### src/rtl/pll_lock_sequencer.sv
// PLL lock qualifier and reset sequencer on the raw board clock. It drives the PLL RST input,
// filters the asynchronous LOCK and releases the downstream reset once the lock is trusted.
`timescale 1ns/1ps
module pll_lock_sequencer #(
   parameter int LOCK_FILTER    = 1024,
   parameter int RELEASE_DELAY  = 16,
   parameter int LOCK_TIMEOUT   = 25000,
   parameter int PLL_RST_CYCLES = 32,
   parameter int LOSS_W         = 8
) (
   input  logic              clkin,
   input  logic              reset_n,
   input  logic              locked,
   input  logic              soft_reset,
   output logic              pll_rst,
   output logic              sys_reset_n,
   output logic              ready,
   output logic [LOSS_W-1:0] lock_loss_count
);

   function automatic int max_of(input int a, input int b);
      return (a > b) ? a : b;
   endfunction

   localparam int MAX_COUNT = max_of(max_of(LOCK_FILTER, RELEASE_DELAY),
                                     max_of(LOCK_TIMEOUT, PLL_RST_CYCLES));
   localparam int CNT_W     = $clog2(MAX_COUNT) + 1;

   localparam logic [CNT_W-1:0]  CNT_ZERO     = CNT_W'(1'b0);
   localparam logic [CNT_W-1:0]  CNT_ONE      = CNT_W'(1'b1);
   localparam logic [CNT_W-1:0]  TIMEOUT_LAST = CNT_W'(LOCK_TIMEOUT - 32'sd1);
   localparam logic [CNT_W-1:0]  PLL_RST_LAST = CNT_W'(PLL_RST_CYCLES - 32'sd1);
   localparam logic [CNT_W-1:0]  FILTER_LAST  = CNT_W'(LOCK_FILTER - 32'sd1);
   localparam logic [CNT_W-1:0]  RELEASE_LAST = CNT_W'(RELEASE_DELAY - 32'sd1);
   localparam logic [LOSS_W-1:0] LOSS_ZERO    = LOSS_W'(1'b0);
   localparam logic [LOSS_W-1:0] LOSS_ONE     = LOSS_W'(1'b1);
   localparam logic [LOSS_W-1:0] LOSS_MAX     = {LOSS_W{1'b1}};

   function automatic logic [LOSS_W-1:0] sat_inc(input logic [LOSS_W-1:0] value);
      logic [LOSS_W-1:0] result;
      if (value == LOSS_MAX) begin
         result = value;
      end else begin
         result = value + LOSS_ONE;
      end
      return result;
   endfunction

   typedef enum logic [2:0] {
      ST_WAIT_LOCK = 3'd0,
      ST_PLL_RESET = 3'd1,
      ST_FILTER    = 3'd2,
      ST_RELEASE   = 3'd3,
      ST_RUN       = 3'd4
   } state_t;

   state_t            state_r;
   state_t            state_nxt_s;
   logic [CNT_W-1:0]  cnt_r;
   logic [CNT_W-1:0]  cnt_nxt_s;
   logic [LOSS_W-1:0] loss_cnt_r;
   logic [LOSS_W-1:0] loss_nxt_s;
   logic              lock_meta_r;
   logic              lock_sync_r;
   logic              locked_s;
   logic              pll_rst_r;
   logic              sys_reset_n_r;
   logic              ready_r;

   // Two-flop synchronizer for the PLL lock, which is asynchronous to clkin
   always_ff @(posedge clkin or negedge reset_n) begin
      if (!reset_n) begin
         lock_meta_r <= 1'b0;
         lock_sync_r <= 1'b0;
      end else begin
         lock_meta_r <= locked;
         lock_sync_r <= lock_meta_r;
      end
   end

   assign locked_s = lock_sync_r;

   // Next-state, phase counter and loss counter decode
   always_comb begin
      state_nxt_s = state_r;
      cnt_nxt_s   = cnt_r + CNT_ONE;
      loss_nxt_s  = loss_cnt_r;
      case (state_r)
         ST_WAIT_LOCK: begin
            if (locked_s) begin
               state_nxt_s = ST_FILTER;
               cnt_nxt_s   = CNT_ZERO;
            end else if (cnt_r == TIMEOUT_LAST) begin
               state_nxt_s = ST_PLL_RESET;
               cnt_nxt_s   = CNT_ZERO;
            end else begin
               state_nxt_s = ST_WAIT_LOCK;
            end
         end
         ST_PLL_RESET: begin
            // the PLL's LOCK is meaningless while it is held in reset
            if (cnt_r == PLL_RST_LAST) begin
               state_nxt_s = ST_WAIT_LOCK;
               cnt_nxt_s   = CNT_ZERO;
            end else begin
               state_nxt_s = ST_PLL_RESET;
            end
         end
         ST_FILTER: begin
            if (!locked_s) begin
               state_nxt_s = ST_WAIT_LOCK;
               cnt_nxt_s   = CNT_ZERO;
            end else if (cnt_r == FILTER_LAST) begin
               state_nxt_s = ST_RELEASE;
               cnt_nxt_s   = CNT_ZERO;
            end else begin
               state_nxt_s = ST_FILTER;
            end
         end
         ST_RELEASE: begin
            if (!locked_s) begin
               state_nxt_s = ST_WAIT_LOCK;
               cnt_nxt_s   = CNT_ZERO;
            end else if (cnt_r == RELEASE_LAST) begin
               state_nxt_s = ST_RUN;
               cnt_nxt_s   = CNT_ZERO;
            end else begin
               state_nxt_s = ST_RELEASE;
            end
         end
         ST_RUN: begin
            // lock loss outranks a coincident soft reset request
            if (!locked_s) begin
               state_nxt_s = ST_WAIT_LOCK;
               cnt_nxt_s   = CNT_ZERO;
               loss_nxt_s  = sat_inc(loss_cnt_r);
            end else if (soft_reset) begin
               state_nxt_s = ST_RELEASE;
               cnt_nxt_s   = CNT_ZERO;
            end else begin
               state_nxt_s = ST_RUN;
               cnt_nxt_s   = CNT_ZERO;
            end
         end
         default: begin
            state_nxt_s = ST_WAIT_LOCK;
            cnt_nxt_s   = CNT_ZERO;
         end
      endcase
   end

   // State, counters and outputs registered together so outputs track the state exactly
   always_ff @(posedge clkin or negedge reset_n) begin
      if (!reset_n) begin
         state_r       <= ST_WAIT_LOCK;
         cnt_r         <= CNT_ZERO;
         loss_cnt_r    <= LOSS_ZERO;
         pll_rst_r     <= 1'b0;
         sys_reset_n_r <= 1'b0;
         ready_r       <= 1'b0;
      end else begin
         state_r       <= state_nxt_s;
         cnt_r         <= cnt_nxt_s;
         loss_cnt_r    <= loss_nxt_s;
         pll_rst_r     <= (state_nxt_s == ST_PLL_RESET);
         sys_reset_n_r <= (state_nxt_s == ST_RUN);
         ready_r       <= (state_nxt_s == ST_RUN);
      end
   end

   assign pll_rst         = pll_rst_r;
   assign sys_reset_n     = sys_reset_n_r;
   assign ready           = ready_r;
   assign lock_loss_count = loss_cnt_r;

endmodule
### config.mk
export PLATFORM = sky130hd
export DESIGN_NAME = pll_lock_sequencer
export DESIGN_NICKNAME = d
export VERILOG_FILES = /design/src/rtl/pll_lock_sequencer.sv
export SDC_FILE = /design/constraint.sdc
export NUM_CORES = 1
export LEC_CHECK = 0
export CAP_MARGIN = 25
export CORE_MARGIN = 2
export CORE_UTILIZATION = 48
export DETAILED_ROUTE_END_ITERATION = 16
export HOLD_SLACK_MARGIN = 0.08
export PLACE_DENSITY = 0.71
export SYNTH_ARGS = -nofsm -noshare
export SYNTH_HDL_FRONTEND = slang
export SYNTH_SLANG_ARGS = --single-unit
### constraint.sdc
create_clock -name clkin -period 2.15 [get_ports clkin]
set_clock_uncertainty 0.2 [all_clocks]
set_input_delay 0.43 -clock clkin [delete_from_list [all_inputs] [get_ports clkin]]
set_output_delay 0.43 -clock clkin [all_outputs]
set_load 0.1 [all_outputs]
# --- Word-level counts from Yosys, hierarchy flattened ---
# Cells that the tools add are included.
# W data, S select, Z words.
classes:
  n_addsub: 2
  multipliers: 0
  div_mod_pow: 0
  n_lt_le_gt_ge: 0
  eq_ne: 11
  shifts: 0
  muxes: 18
  bitwise: 2
  reduce_logical: 2
op_table:
  columns: ["operator", "count"]
  rows:
  - ["$mux W16", 7]
  - ["$pmux W16 S4", 1]
  - ["$add A16 B1 Y16 const B", 1]
  - ["$eq A16 B10 Y1 const B", 1]
  - ["$eq A16 B15 Y1 const B", 1]
  - ["$eq A16 B4 Y1 const B", 1]
  - ["$eq A16 B5 Y1 const B", 1]
  - ["$pmux W3 S5", 1]
  - ["$mux W3", 4]
  - ["$add A8 B1 Y8 const B", 1]
  - ["$eq A8 B8 Y1 const B", 1]
  - ["$eq A3 B1 Y1 const B", 2]
  - ["$eq A3 B2 Y1 const B", 2]
  - ["$eq A3 B3 Y1 const B", 2]
  - ["$mux W2", 2]
  - ["$logic_not A3 Y1", 1]
  - ["$mux W1", 3]
  - ["$reduce_and A3 Y1", 1]
  - ["$not A1 Y1", 2]
totals:
  reg_bits: 31
  latchBits: 0
  ramBits: 0
  rom_bits: 0
  in_bits: 4
  output_inout_bits: 11
  elab_cells: 42
  memories: 0

# --- Logic depth before layout (Yosys ltp) ---
depth:
  word_depth: 5
  depth_mapped: 7
  depth_no_buf: 6

# --- Least setup slack after synthesis ---
# Ideal clock, no wire load.
synth_timing:
  path_type: "reg2reg"
  from: "register loss_cnt_r[0] (netlist: lock_loss_count[0])"
  to: "register loss_cnt_r[7] (netlist: lock_loss_count[7])"
  setup_time_ns: 0.160
  arrival_ns: 2.117
  t_required_ns: 1.790
  setup_slack_ns: -0.328
  stages_incl_launch_ff: 7
  path_buffers: 0
  period_less_slack_ns: 2.478
  cell_sequence: "dfrtp_1 > ha_1 > and3_1 > a31oi_4 > and4_1 > nand3_1 > xnor2_1"
synth_between:
  elab_chain_cells: 3
  elab_cells_between_ends: 4
  classes_between: "add/sub (1); eq/ne (1); bitwise (1); reduce/logical (1)"
synth_rtl:
  columns: ["element", "line_no", "rtl"]
  rows:
  - ["start: declaration", "61", "logic [LOSS_W-1:0] loss_cnt_r;"]
  - ["start signal: assignment", "164", "loss_cnt_r <= loss_nxt_s;"]
  - ["branches (longest 3 deep; another with $add A8 B1 Y8)", null, null]
# Several ways; the timed one is not identified.
# A chain may end at the register's enable or synchronous reset.

# --- Final worst setup path ---
layout_timing:
  from: "register cnt_r[1]"
  to: "register cnt_r[14]"
layout_between:
  elab_chain_cells: 4
  elab_cells_between_ends: 13
  classes_between: "add/sub (1); eq/ne (4); mux (8)"
layout_rtl:
  columns: ["element", "line_no", "rtl"]
  rows:
  - ["start: declaration", "59", "logic [CNT_W-1:0] cnt_r;"]
  - ["start signal: assignment", "163", "cnt_r <= cnt_nxt_s;"]
  - ["$add A16 B1 Y16, or another cell as far along", "86", "cnt_nxt_s = cnt_r + CNT_ONE;"]
  - ["$mux W16, on equally long branches", "124, 113, 93", null]
  - ["$mux W16, on equally long branches", "121, 110, 90", null]
  - ["$pmux W16 S4 *", "88", "case (state_r)"]
  - ["named net cnt_nxt_s[14]", "60", "logic [CNT_W-1:0] cnt_nxt_s;"]
# The timed path passes the listed nets; every way through them passes the cells marked *.

==> run_results.csv <==
group,metric,value,unit
critical_path,crit_chain,"ha_2, or4b_4, nor4_4, buf_4, o221a_4, nor2_1",
power,peakVddDrop,0.405,mV
finish,antenna_cells,0,
routing,vias_per_cell,5.58,
timing,fin_hold_ws,0.160,ns
synthesis,synth.net_count,153,
cts,numClockSinks,31,
synthesis,yosysWarnings,0,
power,sw_frac_of_total,23.4,%
synthesis,netlist.area_leader.share,48.4,%
synthesis,netlist_area,0.00160,mm2
grt,grt_pass1_wl,5220,um
routing,vias,1266,
timing,final.setup.tns,-0.0968,ns
power,p_clk_share,36.7,%
die,rows,20,
routing,first_pass_iters,4,
routing,ant_nets,0,
run_status,violations,"setup timing",
die,ios,15,
routing,drc,0,
timing,period_needed,2.17,ns
synthesis,synth-seq-cells,31,
power,total_power,1.07,mW
power,p_int,819,uW
critical_path,worstPathArrival,2.21,ns
routing,wl_per_cell,15.3,um
synthesis,async_reset_ff_share,100,%
critical_path,start_kind,"flop",
critical_path,cp-end-kind,"flop",
cts,cts_hold_buf,0,
timing,fin_ws,-0.0218,ns
synthesis,postSynthCellCount,147,
run_status,run_status,"finished with violations",
synthesis,postSynthAreaPerCell,10.9,um2
cts,cts_buffer_depth,2,
placement,hpwl,2250,um
finish,final.fill_count,237,
timing,period_share,101,%
finish,seqCellArea,790,um2
die,dieHeight,61.8,um
critical_path,slowest_delay,0.48,ns
grt,grt_overflow,0,
finish,fin_nets,188,
finish,syn_to_final_growth,32.8,%
grt,grt_usage,19.2,%
synthesis,synth-edff-count,0,
cts,clk_pin_slew,0.09,ns
finish,mostFrequentLayoutCells,"dfrtp_1, buf_4, nand3_1, nor2_1, xnor2_1",
finish,layout_commonest_cell,"dfrtp_1",
critical_path,worstPathRequired,2.18,ns
timing,max_slew.worst_pin.slew,0.510,ns
grt,grt_max_degree,32,
cts,cts_buffers,5,
placement,place_congestion,0.868,
power,p_comb_share,7.5,%
die,die_x,61.8,um
placement,dp_cells,214,
timing,setup_viol,8,
cts,worstSkewPairLatency,0.34,ns
grt,grt_pass1_vias,1151,
min_path,hp-class,"reg -> reg",
cts,cts_tree,"done",
timing,rsz0062_at_grt,"yes",
routing,dr.first_iter.drc_count,119,
timing,clock.fmax,460,MHz
placement,io_buffers,14,
power,p_seq_share,55.7,%
synthesis,seq_area_frac_synth,48.4,%
job,maxCapViolations,0,
finish,drive_gt1_share,38.8,%
critical_path,cpMaxStageDelayCell,"or4b_4",
finish,final_cells,227,
die,core,0.00313,mm2
synthesis,synth_area_leaders,"dfrtp_1, xnor2_1, xor2_1, nor2_1, nand3_1",
critical_path,path_class,"reg -> reg",
routing,wl,3480,um
timing,slew-limit-headroom,65.7,%
cts,htree_levels,2,
synthesis,yosysUniqueCellTypes,42,
synthesis,ys.flop_type,"dfrtp_1",
power,p_per_area,502,mW/mm2
critical_path,critPathMaxFanout,7,
timing,slew_viol_final,0,
grt,grt_antenna_before_repair,0,
timing,hold_viol,0,
finish,multi_input_area,872,um2
placement,dp_worst_setup_slack,0.0185,ns
finish,post-route-util,68.1,%
die,die-area,0.00382,mm2
power,total_leakage_power,0.882,nW
die,start_util,51.3,%
power,switchingPower,251,uW
placement,post_dp_cell_area,0.00196,mm2
finish,fin_area,0.00213,mm2
cts,cts-root-buf,"clkbuf_4",
synthesis,yosysTopAreaCell,"dfrtp_1",
==> logic make-up after synthesis <==
group | synth area share [%]
and+or+nand+nor | 28.4
DFF | 48.4
xor gates and xnor gates | 11.5
AOI/OAI and AO/OA | 7.33
buffers and inverters | 2.18
adders and majority gates | 1.56
muxes | 0.702
==> worst max-delay path, delay by kind of cell, from the launching register on <==
kind | cells | cell delay, ns
AO/OA/AOI/OAI | 1 | 0.24
adder cells (fa/ha/maj) | 1 | 0.19
buffers and inverters | 1 | 0.18
flip-flops | 1 | 0.37
AND/OR/NAND/NOR | 3 | 0.88
==> worst paths after layout <==
| kind | endpoint | slack, ns | startpoint | cells after the start |
|---|---|---|---|---|
| max | cnt_r[14] | -0.02 | cnt_r[1] | 6 |
| min | lock_sync_r | 0.16 | lock_meta_r | 0 |
| max reg2reg | cnt_r[14] | -0.02 | cnt_r[1] | 6 |
| min reg2reg | lock_sync_r | 0.16 | lock_meta_r | 0 |
| max in group asynchronous | lock_loss_count[1] | 1.15 | reset_n | 2 |
| min in group asynchronous | state_r[0] | 0.28 | reset_n | 2 |
==> synth_stat cells, types with 2 or more instances <==
library cell	count
nor2b_1	5
and2b_2	2
inv_1	3
and2_2	2
nor4_1	2
and3_2	3
nand2b_1	2
xnor2_1	12
nor2_1	20
nand3_1	12
nor3_1	3
nand4_1	5
a21oi_1	2
and3_1	2
dfrtp_1	31
nor4b_1	2
xor2_1	9
nand2_1	5
ha_1	2
==> final cells by class <==
type,instances,area share [%]
multi-input combinational,111,41.0
inverter,3,0.529
clock buffer,8,3.23
tap,44,2.59
sequential,31,37.1
timing repair buffer,30,15.6
==> what timing repair did <==
| item | CTS | global route |
|---|---|---|
| endpoints found under the setup margin | 0 | 16 |
| setup buffers | 0 | 4 |
| resized for setup | 0 | 15 |
==> flip-flops by register name (all words and copies together) (netlist names) <==
register	cells
ready	1
pll_rst	1
lock_loss_count	8
lock_meta_r	1
state_r	3
lock_sync_r	1
cnt_r	16
==> routing by layer <==
layer / GRT usage, % / part of all wire [%]
met3: 5.59 / 5.1
met5: 0 / 0
met2: 29.2 / 50
met4: 10.0 / 1.3
met1: 24.8 / 43
==> power groups by stage <==
stage                     registers, mW  clock network (mW)  logic (mW)
after detailed placement          0.608                   0      0.0629
after floorplan                   0.610                   0      0.0300
final                             0.596               0.393      0.0806
after CTS                         0.596               0.401      0.0635
after global placement            0.608                   0      0.0602
after global routing              0.597               0.433      0.0874
Note: power is estimated with default switching activity, not from simulation.
